===== src/rtl/gdp_sequencer.sv =====
// Gaussian distance pipeline sequencer: streams every (senone, component) stat read
// for one observation vector into the gdp pipeline and writes back one score per senone.
module gdp_sequencer #(
    parameter int N_COMPONENTS = 25,
    parameter int N_SENONES    = 500,
    parameter int DATA_W       = 16,
    parameter int RD_LAT       = 1,
    parameter int ADDR_W       = 14,
    parameter int SEN_W        = 9
) (
    input  logic                             clk,
    input  logic                             reset_n,
    input  logic [N_COMPONENTS*DATA_W-1:0]   x,
    input  logic                             new_vector,
    output logic                             stat_rd_en,
    output logic [ADDR_W-1:0]                stat_addr,
    input  logic [3*DATA_W-1:0]              stat_data,
    output logic                             gdp_valid,
    output logic                             gdp_first,
    output logic                             gdp_last,
    output logic [DATA_W-1:0]                gdp_x,
    output logic [DATA_W-1:0]                gdp_mean,
    output logic [DATA_W-1:0]                gdp_omega,
    output logic [DATA_W-1:0]                gdp_k,
    input  logic                             gdp_result_valid,
    input  logic [DATA_W-1:0]                gdp_ln_p,
    output logic                             score_we,
    output logic [SEN_W-1:0]                 score_addr,
    output logic [DATA_W-1:0]                score_data,
    output logic                             busy,
    output logic                             gdp_done,
    output logic                             overrun
);

    localparam int CW    = $clog2(N_COMPONENTS);
    localparam int RES_W = SEN_W + 1;

    localparam logic [1:0] S_IDLE  = 2'd0;
    localparam logic [1:0] S_ISSUE = 2'd1;
    localparam logic [1:0] S_DRAIN = 2'd2;
    localparam logic [1:0] S_DONE  = 2'd3;

    localparam logic [ADDR_W-1:0] LAST_ADDR = ADDR_W'(N_SENONES * N_COMPONENTS - 1);
    localparam logic [CW-1:0]     LAST_COMP = CW'(N_COMPONENTS - 1);
    localparam logic [RES_W-1:0]  RES_TOTAL = RES_W'(N_SENONES);

    logic [1:0]                              state_q, state_d;
    logic [N_COMPONENTS-1:0][DATA_W-1:0]     x_reg_q, x_reg_d;
    logic [CW-1:0]                           comp_q, comp_d;
    logic [ADDR_W-1:0]                       addr_q, addr_d;
    logic                                    rd_en_q, rd_en_d;
    logic [RES_W-1:0]                        res_cnt_q, res_cnt_d;
    logic                                    busy_q, busy_d;
    logic                                    done_q, done_d;
    logic                                    overrun_q, overrun_d;
    logic                                    score_we_q, score_we_d;
    logic [SEN_W-1:0]                        score_addr_q, score_addr_d;
    logic [DATA_W-1:0]                       score_data_q, score_data_d;
    logic [RD_LAT-1:0]                       tv_q, tv_d, tf_q, tf_d, tl_q, tl_d;
    logic [RD_LAT-1:0][CW-1:0]               tc_q, tc_d;

    // Frame control: issue counters, result collection and overrun tracking.
    always_comb begin
        state_d      = state_q;
        x_reg_d      = x_reg_q;
        comp_d       = comp_q;
        addr_d       = addr_q;
        rd_en_d      = rd_en_q;
        res_cnt_d    = res_cnt_q;
        busy_d       = busy_q;
        done_d       = 1'b0;
        overrun_d    = overrun_q;
        score_we_d   = 1'b0;
        score_addr_d = score_addr_q;
        score_data_d = score_data_q;
        case (state_q)
            S_IDLE: begin
                if (new_vector) begin
                    state_d   = S_ISSUE;
                    x_reg_d   = x;
                    overrun_d = 1'b0;
                    busy_d    = 1'b1;
                    rd_en_d   = 1'b1;
                    addr_d    = {ADDR_W{1'b0}};
                    comp_d    = {CW{1'b0}};
                    res_cnt_d = {RES_W{1'b0}};
                end else begin
                    state_d = S_IDLE;
                end
            end
            S_ISSUE: begin
                if (addr_q == LAST_ADDR) begin
                    rd_en_d = 1'b0;
                    state_d = S_DRAIN;
                end else begin
                    addr_d = addr_q + {{(ADDR_W-1){1'b0}}, 1'b1};
                    comp_d = (comp_q == LAST_COMP) ? {CW{1'b0}} : comp_q + {{(CW-1){1'b0}}, 1'b1};
                end
            end
            S_DRAIN: begin
                if (res_cnt_q == RES_TOTAL) begin
                    state_d = S_DONE;
                    busy_d  = 1'b0;
                    done_d  = 1'b1;
                end else begin
                    state_d = S_DRAIN;
                end
            end
            S_DONE: begin
                state_d = S_IDLE;
            end
            default: begin
                state_d = S_IDLE;
                busy_d  = 1'b0;
                rd_en_d = 1'b0;
            end
        endcase

        if (gdp_result_valid && (state_q == S_ISSUE || state_q == S_DRAIN) && (res_cnt_q != RES_TOTAL)) begin
            score_we_d   = 1'b1;
            score_addr_d = res_cnt_q[SEN_W-1:0];
            score_data_d = gdp_ln_p;
            res_cnt_d    = res_cnt_q + {{(RES_W-1){1'b0}}, 1'b1};
        end else begin
            score_we_d = 1'b0;
        end

        // A vector that shows up during DONE is still rejected; only IDLE accepts.
        if (new_vector && (state_q != S_IDLE)) begin
            overrun_d = 1'b1;
        end else begin
            overrun_d = overrun_d;
        end
    end

    // Tag pipe: delays issue-side tags by RD_LAT so they line up with stat_data.
    always_comb begin
        tv_d = tv_q;
        tf_d = tf_q;
        tl_d = tl_q;
        tc_d = tc_q;
        for (int i = RD_LAT - 1; i > 0; i--) begin
            tv_d[i] = tv_q[i-1];
            tf_d[i] = tf_q[i-1];
            tl_d[i] = tl_q[i-1];
            tc_d[i] = tc_q[i-1];
        end
        tv_d[0] = rd_en_q;
        tf_d[0] = rd_en_q && (comp_q == {CW{1'b0}});
        tl_d[0] = rd_en_q && (comp_q == LAST_COMP);
        tc_d[0] = comp_q;
    end

    // Pipeline feed: tags come from flops, stat fields arrive this cycle from storage.
    always_comb begin
        if (tv_q[RD_LAT-1]) begin
            gdp_x     = x_reg_q[tc_q[RD_LAT-1]];
            gdp_mean  = stat_data[3*DATA_W-1 -: DATA_W];
            gdp_omega = stat_data[2*DATA_W-1 -: DATA_W];
            gdp_k     = stat_data[DATA_W-1:0];
        end else begin
            gdp_x     = {DATA_W{1'b0}};
            gdp_mean  = {DATA_W{1'b0}};
            gdp_omega = {DATA_W{1'b0}};
            gdp_k     = {DATA_W{1'b0}};
        end
    end

    assign gdp_valid  = tv_q[RD_LAT-1];
    assign gdp_first  = tf_q[RD_LAT-1];
    assign gdp_last   = tl_q[RD_LAT-1];
    assign stat_rd_en = rd_en_q;
    assign stat_addr  = addr_q;
    assign score_we   = score_we_q;
    assign score_addr = score_addr_q;
    assign score_data = score_data_q;
    assign busy       = busy_q;
    assign gdp_done   = done_q;
    assign overrun    = overrun_q;

    // State registers; an async reset abandons any frame in flight.
    always_ff @(posedge clk or negedge reset_n) begin
        if (!reset_n) begin
            state_q      <= S_IDLE;
            x_reg_q      <= '0;
            comp_q       <= {CW{1'b0}};
            addr_q       <= {ADDR_W{1'b0}};
            rd_en_q      <= 1'b0;
            res_cnt_q    <= {RES_W{1'b0}};
            busy_q       <= 1'b0;
            done_q       <= 1'b0;
            overrun_q    <= 1'b0;
            score_we_q   <= 1'b0;
            score_addr_q <= {SEN_W{1'b0}};
            score_data_q <= {DATA_W{1'b0}};
            tv_q         <= {RD_LAT{1'b0}};
            tf_q         <= {RD_LAT{1'b0}};
            tl_q         <= {RD_LAT{1'b0}};
            tc_q         <= '0;
        end else begin
            state_q      <= state_d;
            x_reg_q      <= x_reg_d;
            comp_q       <= comp_d;
            addr_q       <= addr_d;
            rd_en_q      <= rd_en_d;
            res_cnt_q    <= res_cnt_d;
            busy_q       <= busy_d;
            done_q       <= done_d;
            overrun_q    <= overrun_d;
            score_we_q   <= score_we_d;
            score_addr_q <= score_addr_d;
            score_data_q <= score_data_d;
            tv_q         <= tv_d;
            tf_q         <= tf_d;
            tl_q         <= tl_d;
            tc_q         <= tc_d;
        end
    end

endmodule


===== config.mk =====
export PLATFORM = sky130hd
export DESIGN_NAME = gdp_sequencer
export DESIGN_NICKNAME = d
export VERILOG_FILES = /design/src/rtl/gdp_sequencer.sv
export SDC_FILE = /design/constraint.sdc
export NUM_CORES = 1
export LEC_CHECK = 0
export ABC_AREA = 1
export CELL_PAD_IN_SITES_DETAIL_PLACEMENT = 0
export CELL_PAD_IN_SITES_GLOBAL_PLACEMENT = 1
export CORE_AREA = 2 2 249 251
export DETAILED_ROUTE_END_ITERATION = 8
export DIE_AREA = 0 0 251 253
export PLACE_DENSITY = 0.83
export SYNTH_ARGS = -nofsm -noshare
export SYNTH_HDL_FRONTEND = slang
export SYNTH_SLANG_ARGS = --single-unit

===== constraint.sdc =====
create_clock -name clk -period 3.4 [get_ports clk]
set_input_delay 0.51 -clock clk [delete_from_list [all_inputs] [get_ports clk]]
set_output_delay 0.51 -clock clk [all_outputs]
set_load 0.02 [all_outputs]

==> reports/metrics.cfg <==
[run_status]
outcome=completed

[synthesis]
postSynthNetCount=3606
post_synth_main_area_contributors=sky130_fd_sc_hd__dfrtp_1, sky130_fd_sc_hd__nand2_1, sky130_fd_sc_hd__o21ai_0, sky130_fd_sc_hd__inv_1, sky130_fd_sc_hd__nand3_1
main_combinational_cell_family_by_area_after_synthesis=simple AND/OR/NAND/NOR gates
synth_simple_gate_area_share_pct=32.1
yosysSeqAreaShare_pct=51.2
post_synth_mux_area_share_pct=0
synthAdderAreaFrac_pct=0.437
synth_area_um2=22900
yosysTopAreaCellShare_pct=51.2
synthesis.yosys.warnings=0
yosysUniqueCellTypes=29
synthCells=3130
ys_ff_latch=469
synth.avg_cell_area_um2=7.32
synth_largest_area_cell=sky130_fd_sc_hd__dfrtp_1
synth_xor_area_share_pct=0.306
synth-compound-area-share_pct=6.50

[sta]
drv_slew=0
timing.final.crit_share_pct=96.2
timing.hold.ws_ps=448
timing.final.crit_period_ps=3270
hold_violations=0
final-setup-viol-count=0
finClkSkew_ps=18.7
max_freq_mhz=306
timing_worst_slew_pin_value_ps=879
timing.slew.headroom_pct=41.4
rsz_0062_raised_after_global_routing=true

[global_routing]
antenna_found_initial=18
grt_max_degree=105
grt_use_total_pct=26.0
grt_pass1_vias=21300
first_pass_grt_wire_length_um=126000
grt_overflow=0

[layout]
layout-drive-gt1-share_pct=5.28
finish.net_count=4131
syn_to_final_growth_pct=37.2
number_of_non_filler_instances_in_the_completed_layout=4493
layout.filler_cells=6005
finish.utilization_pct=51.5

[placed_design]
gp_routability_congestion=0.916
port-buffer-count=578
placed_cells_incl_taps=4390
dp_hpwl_um=62500

[clock_network]
ctsLongestPathBuffers=3
cts.root.buffer_cell=sky130_fd_sc_hd__clkbuf_16
clk_transition_reported_paths_ps=60
cts.repair_timing.setup_buffer_count=0
cts_inserted_buffers=51
cts_tree=done
cts_sinks=469
htree_num_levels=2
insertion_delay_of_the_later_clocked_pin_in_the_worst_skew_pair_ps=590

[setup_path]
start_kind=flip-flop
reg2reg_slack_ps=1220
cp-startpoint=tc_q[0]$_DFF_PN0_
worst_setup_path_end_kind=output pin
crit_path_max_fanout=20
timing.reg2reg.worst_path_depth=7
timing.rr.start=state_q[1]$_DFFE_PN0P_
worst_r2r_endpoint=x_reg_q[73]$_DFFE_PN0P_
worstPathArrival_ps=2760
crit_required_ps=2890
worstSetupPathType=flip-flop to output pin

[routing]
routed-via-count=21500
drt-vias-per-instance=4.79
detail_routed_net_length_per_standard_cell_um=18.7
detailedRoute.firstPassIterationCount=5
dr.first_iter.drc_count=1810
totalWireLength_um=84000
postRouteAntennaNets=0
drcViolationCount=0

[floorplan]
floorplan.die.height_um=253
die_w_um=251
total_die_area_um2=63500
coreArea_um2=61000
rows=91
initial_utilization_pct=37.5
design.portCount=579

[worst_hold_path]
hold_start=x[218]
hold_path_depth=3
timing.hold.worst_endpoint=x_reg_q[218]$_DFFE_PN0P_
hp-class=input pin to flip-flop

[power_and_ir_drop]
power.static_leakage_uw=0.0152
power_consumption_uw=12400
p_per_area_nw_per_um2=394
vdd_drop_max_mv=0.417

[job]
max_cap_viol=0

-- flip-flops by register name, summed over array words and instances, names as in the netlist --
signal and flops:
gdp_done 1, x_reg_q 400, stat_addr 14, stat_rd_en 1
tc_q 5, score_addr 9, state_q 2, score_we 1
comp_q 5, gdp_last 1, score_data 16, gdp_first 1
gdp_valid 1, res_cnt_q 10, overrun 1, busy 1
-- Yosys cell counts --
master	instances
sky130_fd_sc_hd__inv_1	326
sky130_fd_sc_hd__nor4_1	1
sky130_fd_sc_hd__xor2_1	8
sky130_fd_sc_hd__o21bai_1	1
sky130_fd_sc_hd__buf_4	10
sky130_fd_sc_hd__nand3b_1	1
sky130_fd_sc_hd__nand2_1	1354
sky130_fd_sc_hd__nor3_1	7
sky130_fd_sc_hd__nor2_1	195
sky130_fd_sc_hd__buf_2	102
sky130_fd_sc_hd__nand3_1	229
sky130_fd_sc_hd__or2_2	10
sky130_fd_sc_hd__nor2_2	1
sky130_fd_sc_hd__buf_1	11
sky130_fd_sc_hd__a21oi_1	1
sky130_fd_sc_hd__nor3_2	2
sky130_fd_sc_hd__nor2_4	1
sky130_fd_sc_hd__buf_6	7
sky130_fd_sc_hd__inv_2	4
sky130_fd_sc_hd__a21o_1	1
sky130_fd_sc_hd__o22ai_1	5
sky130_fd_sc_hd__o211ai_1	12
sky130_fd_sc_hd__clkbuf_1	55
sky130_fd_sc_hd__nand2_2	2
sky130_fd_sc_hd__ha_1	8
sky130_fd_sc_hd__o21ai_1	16
sky130_fd_sc_hd__o21ai_0	253
sky130_fd_sc_hd__dfrtp_1	469
sky130_fd_sc_hd__nand4_1	38
-- layer usage --
metal	GRT usage (%)	share of wire, %	routed length [um]	vias to the layer above
met4	9.83	3.4	2890	16
met5	0	0.11	96	-
met1	34.5	43	36000	10000
met2	41.7	46	38900	682
met3	5.66	7.2	6080	142
li1	-	-	-	10700
-- worst max-delay path, cell delays in order (launching register included) --
cell and delay, ps:
sky130_fd_sc_hd__dfrtp_4 480, sky130_fd_sc_hd__buf_4 240, sky130_fd_sc_hd__buf_4 260, sky130_fd_sc_hd__nor2_1 70, sky130_fd_sc_hd__nor2_1 80, sky130_fd_sc_hd__nand2_1 60, sky130_fd_sc_hd__nand3_1 100, sky130_fd_sc_hd__nand3_1 90
sky130_fd_sc_hd__nand2_1 70, sky130_fd_sc_hd__nand2_1 110, sky130_fd_sc_hd__nor2_1 190, sky130_fd_sc_hd__dlygate4sd2_1 400
-- cell families (layout without fill, tap and decap cells) --
kind of cell / count (synthesis) / after routing
other: 0 / 11
flip-flops: 469 / 469
buffers and inverters: 515 / 1077
AO/OA/AOI/OAI: 289 / 289
XOR/XNOR: 8 / 8
AND/OR/NAND/NOR: 1841 / 1841
adder cells (fa/ha/maj): 8 / 8
-- cells in the final DEF (no fill, tap or decap), drive strengths merged, types with 12 or more instances in the layout --
| cell | count |
|---|---|
| nand2 | 1356 |
| clkdlybuf4s50 | 561 |
| dfrtp | 469 |
| inv | 330 |
| o21ai | 269 |
| nand3 | 229 |
| nor2 | 197 |
| buf | 84 |
| clkbuf | 77 |
| nand4 | 38 |
| o211ai | 12 |
-- how the worst max path moves through the flow --
stage | slack (ps) | to | cells after the start
global placement | 400 | gdp_x[1] | 11
floorplan | 1420 | gdp_x[1] | 10
finish | 130 | gdp_x[9] | 11
detailed placement | 400 | gdp_x[2] | 9
CTS | 30 | gdp_x[4] | 9
global route | -5 | gdp_x[7] | 11
-- metrics by stage --
stage | area [um^2] | setup TNS, ps | worst slack (ps)
finish | 31400 | 0 | 130
global route | 31400 | -5.07 | -5.07
detailed placement | 29600 | 0 | 400
CTS | 31300 | 0 | 32.8
floorplan | 22900 | 0 | 1420
global placement | 29600 | 0 | 401
-- area by class of cell --
cell class	count	area, um^2	area share, %
Inverter	330	1250	3.99
Antenna cell	11	27.5	0.0876
Tap cell	790	988	3.15
Clock inverter	17	220	0.701
Timing Repair Buffer	657	6660	21.2
Clock buffer	73	1480	4.71
Multi-Input combinational cell	2146	9040	28.8
Sequential cell	469	11700	37.4
-- timing repair --
item	CTS	global route
hold endpoints to repair	2	0
hold buffers	1	0
gates resized for setup	12	14
cloned	0	1
setup endpoints to repair	12	11
-- report_power, final --
group	internal, uW	switching, uW	leakage (uW)
clock	3320	2340	0.000833
sequential	5660	56.1	0.00529
combinational	615	394	0.00909
(Power assumes the default switching activity.)
